**config.mk**
```make
export PLATFORM = sky130hd
export DESIGN_NAME = mem_bist
export DESIGN_NICKNAME = d
export VERILOG_FILES = /design/src/rtl/mem_bist_pkg.sv /design/src/rtl/mem_bist_lfsr.sv /design/src/rtl/mem_bist.sv
export SDC_FILE = /design/constraint.sdc
export NUM_CORES = 1
export LEC_CHECK = 0
export BUFFER_PORTS_ARGS = -buffer_cell sky130_fd_sc_hd__buf_2
export CELL_PAD_IN_SITES_DETAIL_PLACEMENT = 1
export CELL_PAD_IN_SITES_GLOBAL_PLACEMENT = 1
export CORE_ASPECT_RATIO = 1.4
export CORE_MARGIN = 2
export CORE_UTILIZATION = 40
export DETAILED_ROUTE_END_ITERATION = 6
export HOLD_SLACK_MARGIN = 0.05
export PLACE_DENSITY = 0.84
export SYNTH_ARGS = -nofsm -noshare
export SYNTH_HDL_FRONTEND = slang
export SYNTH_HIERARCHICAL = 1
export SYNTH_SLANG_ARGS = --single-unit
export TNS_END_PERCENT = 1
```
**constraint.sdc**
```tcl
create_clock -name Clk -period 2.65 [get_ports Clk]
set_input_delay 0.53 -clock Clk [delete_from_list [all_inputs] [get_ports Clk]]
set_output_delay 0.53 -clock Clk [all_outputs]
set_load 0.02 [all_outputs]
```
**src/rtl/mem_bist_pkg.sv**
```systemverilog
// Shared definitions for the memory BIST: FSM state encoding, default LFSR
// seed and the feedback tap positions of the 32-bit pattern generator.
package mem_bist_pkg;

    typedef enum logic [1:0] {
        ST_IDLE  = 2'd0,
        ST_WRITE = 2'd1,
        ST_READ  = 2'd2,
        ST_DONE  = 2'd3
    } state_e;

    localparam logic [31:0] DEFAULT_SEED = 32'h0000_0001;

    // Feedback taps of the 32-bit Fibonacci LFSR (shift toward MSB, feedback into bit 0)
    localparam int unsigned LFSR_TAP_A = 31;
    localparam int unsigned LFSR_TAP_B = 21;
    localparam int unsigned LFSR_TAP_C = 1;
    localparam int unsigned LFSR_TAP_D = 0;

endpackage

```
**src/rtl/mem_bist_lfsr.sv**
```systemverilog
// 32-bit pattern generator for the BIST.
// Ports:
//   clk_i   - clock
//   rst_i   - asynchronous active-high reset, forces value to SEED
//   load_i  - reload SEED on the next edge (wins over step_i)
//   step_i  - advance one LFSR step on the next edge
//   value_o - current 32-bit LFSR state
module mem_bist_lfsr
    import mem_bist_pkg::*;
#(
    parameter logic [31:0] SEED = DEFAULT_SEED
) (
    input  logic        clk_i,
    input  logic        rst_i,
    input  logic        load_i,
    input  logic        step_i,
    output logic [31:0] value_o
);

    logic [31:0] lfsr_q;
    logic [31:0] lfsr_d;
    logic        fb;

    always_comb begin
        fb     = lfsr_q[LFSR_TAP_A] ^ lfsr_q[LFSR_TAP_B] ^ lfsr_q[LFSR_TAP_C] ^ lfsr_q[LFSR_TAP_D];
        lfsr_d = lfsr_q;
        if (load_i) begin
            lfsr_d = SEED;
        end else if (step_i) begin
            lfsr_d = {lfsr_q[30:0], fb};
        end
    end

    always_ff @(posedge clk_i or posedge rst_i) begin
        if (rst_i) begin
            lfsr_q <= SEED;
        end else begin
            lfsr_q <= lfsr_d;
        end
    end

    assign value_o = lfsr_q;

endmodule

```
**src/rtl/mem_bist.sv**
```systemverilog
// Memory BIST controller: fills an asynchronous-read memory with an LFSR
// pattern, then reads every location back and compares against the same
// pattern regenerated from the seed.
// Ports:
//   Clk, Rst   - clock, asynchronous active-high reset
//   Start      - run request, honoured only in IDLE or DONE
//   WE/Addr/WrData - memory write port (Addr is also the read address)
//   RdData     - combinational read data from the memory
//   Busy       - high while writing or reading
//   Done/Pass  - run finished / finished with no mismatches
//   ErrCount   - number of mismatching addresses in the current run
//   FailAddr   - first mismatching address of the current run
module mem_bist
    import mem_bist_pkg::*;
#(
    parameter int unsigned DATA_WIDTH = 32,
    parameter int unsigned ADDR_WIDTH = 10,
    parameter logic [31:0] SEED       = DEFAULT_SEED
) (
    input  logic                  Clk,
    input  logic                  Rst,
    input  logic                  Start,
    output logic                  WE,
    output logic [ADDR_WIDTH-1:0] Addr,
    output logic [DATA_WIDTH-1:0] WrData,
    input  logic [DATA_WIDTH-1:0] RdData,
    output logic                  Busy,
    output logic                  Done,
    output logic                  Pass,
    output logic [ADDR_WIDTH:0]   ErrCount,
    output logic [ADDR_WIDTH-1:0] FailAddr
);

    state_e                state_q;
    logic [ADDR_WIDTH-1:0] addr_q;
    logic [ADDR_WIDTH-1:0] fail_q;
    logic [ADDR_WIDTH:0]   err_q;
    logic                  we_q;
    logic                  busy_q;
    logic                  done_q;
    logic                  pass_q;

    logic [31:0] lfsr_val;
    logic        start_ok;
    logic        last_addr;
    logic        mismatch;
    logic        lfsr_load;
    logic        lfsr_step;

    assign start_ok  = Start && ((state_q == ST_IDLE) || (state_q == ST_DONE));
    assign last_addr = &addr_q;
    assign mismatch  = (state_q == ST_READ) && (RdData != lfsr_val[DATA_WIDTH-1:0]);
    // Reload at the end of the write sweep so the read sweep regenerates the
    // exact same pattern sequence.
    assign lfsr_load = start_ok || ((state_q == ST_WRITE) && last_addr);
    assign lfsr_step = (state_q == ST_WRITE) || (state_q == ST_READ);

    mem_bist_lfsr #(
        .SEED (SEED)
    ) u_lfsr (
        .clk_i   (Clk),
        .rst_i   (Rst),
        .load_i  (lfsr_load),
        .step_i  (lfsr_step),
        .value_o (lfsr_val)
    );

    // The address counter wraps to 0 after each sweep, so it is already 0 in
    // IDLE and DONE and can drive Addr directly.
    always_ff @(posedge Clk or posedge Rst) begin
        if (Rst) begin
            state_q <= ST_IDLE;
            addr_q  <= '0;
            fail_q  <= '0;
            err_q   <= '0;
            we_q    <= 1'b0;
            busy_q  <= 1'b0;
            done_q  <= 1'b0;
            pass_q  <= 1'b0;
        end else begin
            case (state_q)
                ST_IDLE, ST_DONE: begin
                    if (Start) begin
                        state_q <= ST_WRITE;
                        addr_q  <= '0;
                        fail_q  <= '0;
                        err_q   <= '0;
                        we_q    <= 1'b1;
                        busy_q  <= 1'b1;
                        done_q  <= 1'b0;
                        pass_q  <= 1'b0;
                    end
                end
                ST_WRITE: begin
                    addr_q <= addr_q + 1'b1;
                    if (last_addr) begin
                        state_q <= ST_READ;
                        we_q    <= 1'b0;
                    end
                end
                ST_READ: begin
                    addr_q <= addr_q + 1'b1;
                    // At most DEPTH mismatches per run, which fits in ADDR_WIDTH+1 bits.
                    if (mismatch) begin
                        err_q <= err_q + 1'b1;
                        if (err_q == '0) begin
                            fail_q <= addr_q;
                        end
                    end
                    if (last_addr) begin
                        state_q <= ST_DONE;
                        busy_q  <= 1'b0;
                        done_q  <= 1'b1;
                        pass_q  <= (err_q == '0) && !mismatch;
                    end
                end
                default: begin
                    state_q <= ST_IDLE;
                end
            endcase
        end
    end

    assign WE       = we_q;
    assign Addr     = addr_q;
    assign WrData   = we_q ? lfsr_val[DATA_WIDTH-1:0] : '0;
    assign Busy     = busy_q;
    assign Done     = done_q;
    assign Pass     = pass_q;
    assign ErrCount = err_q;
    assign FailAddr = fail_q;

endmodule

```
==> insert_results.sql <==
INSERT INTO impl_metrics (metric_group, metric, value, unit) VALUES
('setup_path', 'data_required_time_of_the_critical_path', '2.85', 'ns'),
('sta', 'finalHoldWorstSlack', '0.290', 'ns'),
('setup_path', 'crit_path_max_fanout', '11', ''),
('floorplan', 'die_y', '119', 'um'),
('global_routing', 'largest_net_degree_at_the_start_of_global_routing', '38', ''),
('synth', 'postSynthCellCount', '374', ''),
('synth', 'yosys.area.top_type_share', '45.4', '%'),
('clocking', 'cts_buffer_depth', '2', ''),
('synth', 'synth_top_area_cell', 'dfrtp_1', ''),
('clocking', 'number_of_cts_inserted_buffers', '9', ''),
('floorplan', 'die_area', '10200', 'um^2'),
('floorplan', 'placement_rows', '41', ''),
('synth', 'post_synth_and_or_nand_nor_area_fraction', '19.8', '%'),
('power', 'static_leakage', '2.54', 'nW'),
('final_layout', 'layout-area-overhead-vs-synth', '26.8', '%'),
('drt', 'average_wire_per_standard_cell', '18.1', 'um'),
('clocking', 'postCtsHoldBufs', '0', ''),
('power', 'internal-power', '2.80', 'mW'),
('synth', 'dominant_combinational_cell_family_by_area_after_synthesis', 'simple AND/OR/NAND/NOR gates', ''),
('synth', 'synth_xor_area_share', '8.31', '%'),
('sta', 'tns', '0', 'ns'),
('setup_path', 'critical_path.startpoint_type', 'flip-flop', ''),
('global_routing', 'overflow', '0', ''),
('sta', 'slew-limit-headroom', '39.3', '%'),
('global_routing', 'grt_first_pass_wirelength', '17800', 'um'),
('sta', 'timing.fmax', '0.404', 'GHz'),
('synth', 'yosysSeqAreaShare', '46.1', '%'),
('place', 'preCtsSetupSlack', '0.0259', 'ns'),
('sta', 'period_utilisation_layout', '93.4', '%'),
('clocking', 'clk_pin_slew_worst_paths', '0.06', 'ns'),
('synth', 'synth_area_per_cell', '10.0', 'um^2'),
('place', 'dp.final_hpwl', '7660', 'um'),
('clocking', 'sink_count_of_the_clock_tree', '69', ''),
('floorplan', 'ioPinCount', '102', ''),
('synth', 'post_synth_most_frequent_cells', '68 x dfrtp_1, 38 x nor2_1, 32 x and2_1, 32 x mux2i_1, 28 x xor2_1', ''),
('clocking', 'cts.root.buffer_cell', 'clkbuf_16', ''),
('drt', 'drc', '6', ''),
('sta', 'report.final.hold_viol_count', '0', ''),
('place', 'placement.cell_area', '4420', 'um^2'),
('sta', 'time_the_final_worst_path_needs_with_i_o_delays_and_setup', '2.47', 'ns'),
('power', 'pwr-share-seq', '28.9', '%'),
('run', 'max-cap-violations', '0', ''),
('power', 'power', '4.69', 'mW'),
('place', 'io_buffers', '101', ''),
('synth', 'synth.lib_cells_used.distinct', '46', ''),
('final_layout', 'n_antenna_cell', '0', ''),
('sta', 'tightest_slew', '0.911', 'ns'),
('power', 'p_switching', '1.89', 'mW'),
('setup_path', 'sort_of_element_at_the_end_of_the_critical_path', 'flip-flop', ''),
('drt', 'detail_route.wirelength', '10700', 'um'),
('run_status', 'failed_checks', 'DRC', ''),
('clocking', 'cts_tree', 'yes', ''),
('min_path', 'worstHoldPathType', 'input port to asynchronous set/reset pin', ''),
('global_routing', 'grt_pass1_vias', '3604', ''),
('synth', 'synth_enable_flop_cells', '0', ''),
('run_status', 'run_status', 'finished, violations left', ''),
('final_layout', 'nNetsFinal', '522', ''),
('synth', 'synthesis.yosys.warnings', '6', ''),
('final_layout', 'postLayoutCellArea', '4750', 'um^2'),
('sta', 'timing.final.max_slew_violations', '0', ''),
('floorplan', 'floorplan.core_area', '9080', 'um^2'),
('global_routing', 'antenna_violations_before_repair', '0', ''),
('synth', 'synthesis.area', '3750', 'um^2'),
('floorplan', 'die_w', '85.8', 'um'),
('power', 'power.combinational.fraction', '43.0', '%'),
('sta', 'rsz0062_at_grt', 'no', ''),
('setup_path', 'critical_path_arrival', '2.67', 'ns'),
('clocking', 'cts_setup_buffers', '0', ''),
('global_routing', 'grtUsageTotal', '22.3', '%'),
('sta', 'clock_skew', '0.0101', 'ns'),
('synth', 'asyncSetResetFlopFracSynth', '100', '%');
## worst max-delay path, stage by stage, from the launching register on
cell      delay (ns)
dfrtp_1         0.47
xor2_1          0.21
nor4_2          0.32
buf_4           0.16
nand4_1         0.14
or4_4           0.61
nand2b_2        0.24
o311ai_0        0.18
## logic make-up after synthesis
group,count (synthesis)
buffers and inverters,28
DFF,69
adders and majority gates,6
muxes,32
AOI/OAI and AO/OA,66
xor gates and xnor gates,34
and+or+nand+nor,139
## per-layer routing
metal | vias to the layer above | global-route usage [%] | wire length [um]
met4 | 0 | 7.34 | 177
met2 | 97 | 40.9 | 5900
met3 | 18 | 5.17 | 458
met5 | - | 0 | 0
li1 | 1537 | - | -
met1 | 1650 | 24.7 | 4170
## path summary, 6_finish.rpt
check	startpoint	to	slack [ns]	cells past startpoint
max	u_lfsr/value_o[21]	ErrCount[7]	0.18	7
min	Rst	u_lfsr/value_o[31]	0.29	3
max reg2reg	u_lfsr/value_o[21]	ErrCount[7]	0.18	7
min reg2reg	FailAddr[7]	FailAddr[7]	0.50	1
max in group asynchronous	Rst	WE	2.00	3
min in group Clk	Start	Addr[1]	0.45	2
## state kept, by name, indices dropped and copies added (netlist names)
name            flops
Addr               10
Done                1
u_lfsr/value_o     32
ErrCount           11
FailAddr           10
state_q             2
WE                  1
Busy                1
Pass                1
## power groups by stage
stage | Sequential (mW) | Clock (mW) | Combinational [mW]
6_report | 1.35 | 1.32 | 2.02
5_1_grt | 1.38 | 1.38 | 2.20
4_1_cts | 1.36 | 1.34 | 2.03
3_5_place_dp | 1.38 | 0 | 2.00
3_3_place_gp | 1.37 | 0 | 1.93
2_1_floorplan | 1.38 | 0 | 1.38
## stage by stage
stage          util [%]  std cells
6_report           52.3        592
5_1_grt            52.3        592
4_1_cts            52.3        592
3_5_place_dp       48.7        577
3_3_place_gp       48.7        577
2_1_floorplan         -        374
## placed cells by master (no fill, tap or decap), types with 3 or more instances in the layout
cell	synthesis	final
inv_1	11	10
o211ai_1	8	8
buf_4	1	10
o21ai_0	22	22
a21oi_1	4	4
o31ai_1	8	8
nand2b_1	3	3
dfrtp_1	68	68
clkbuf_16	0	9
nand4_1	4	4
nor4_1	8	7
buf_2	3	101
nand2_1	19	19
and3_1	5	5
a22o_1	12	12
nor3_1	3	3
mux2i_1	32	32
nor4_2	2	3
xor2_1	28	28
nand3_1	12	12
ha_1	6	6
xnor2_1	5	5
nor2_1	38	38
nand3b_1	3	3
and2_1	32	32
## layout make-up
type | instances | area [um^2]
fill | 1048 | 4330
multi-input combinational | 277 | 1910
sequential | 69 | 1730
timing repair buffer | 113 | 621
clock buffer | 10 | 239
tap | 107 | 134
clock inverter | 5 | 85.1
inverter | 11 | 41.3
Power figures use the tool's default switching activity.
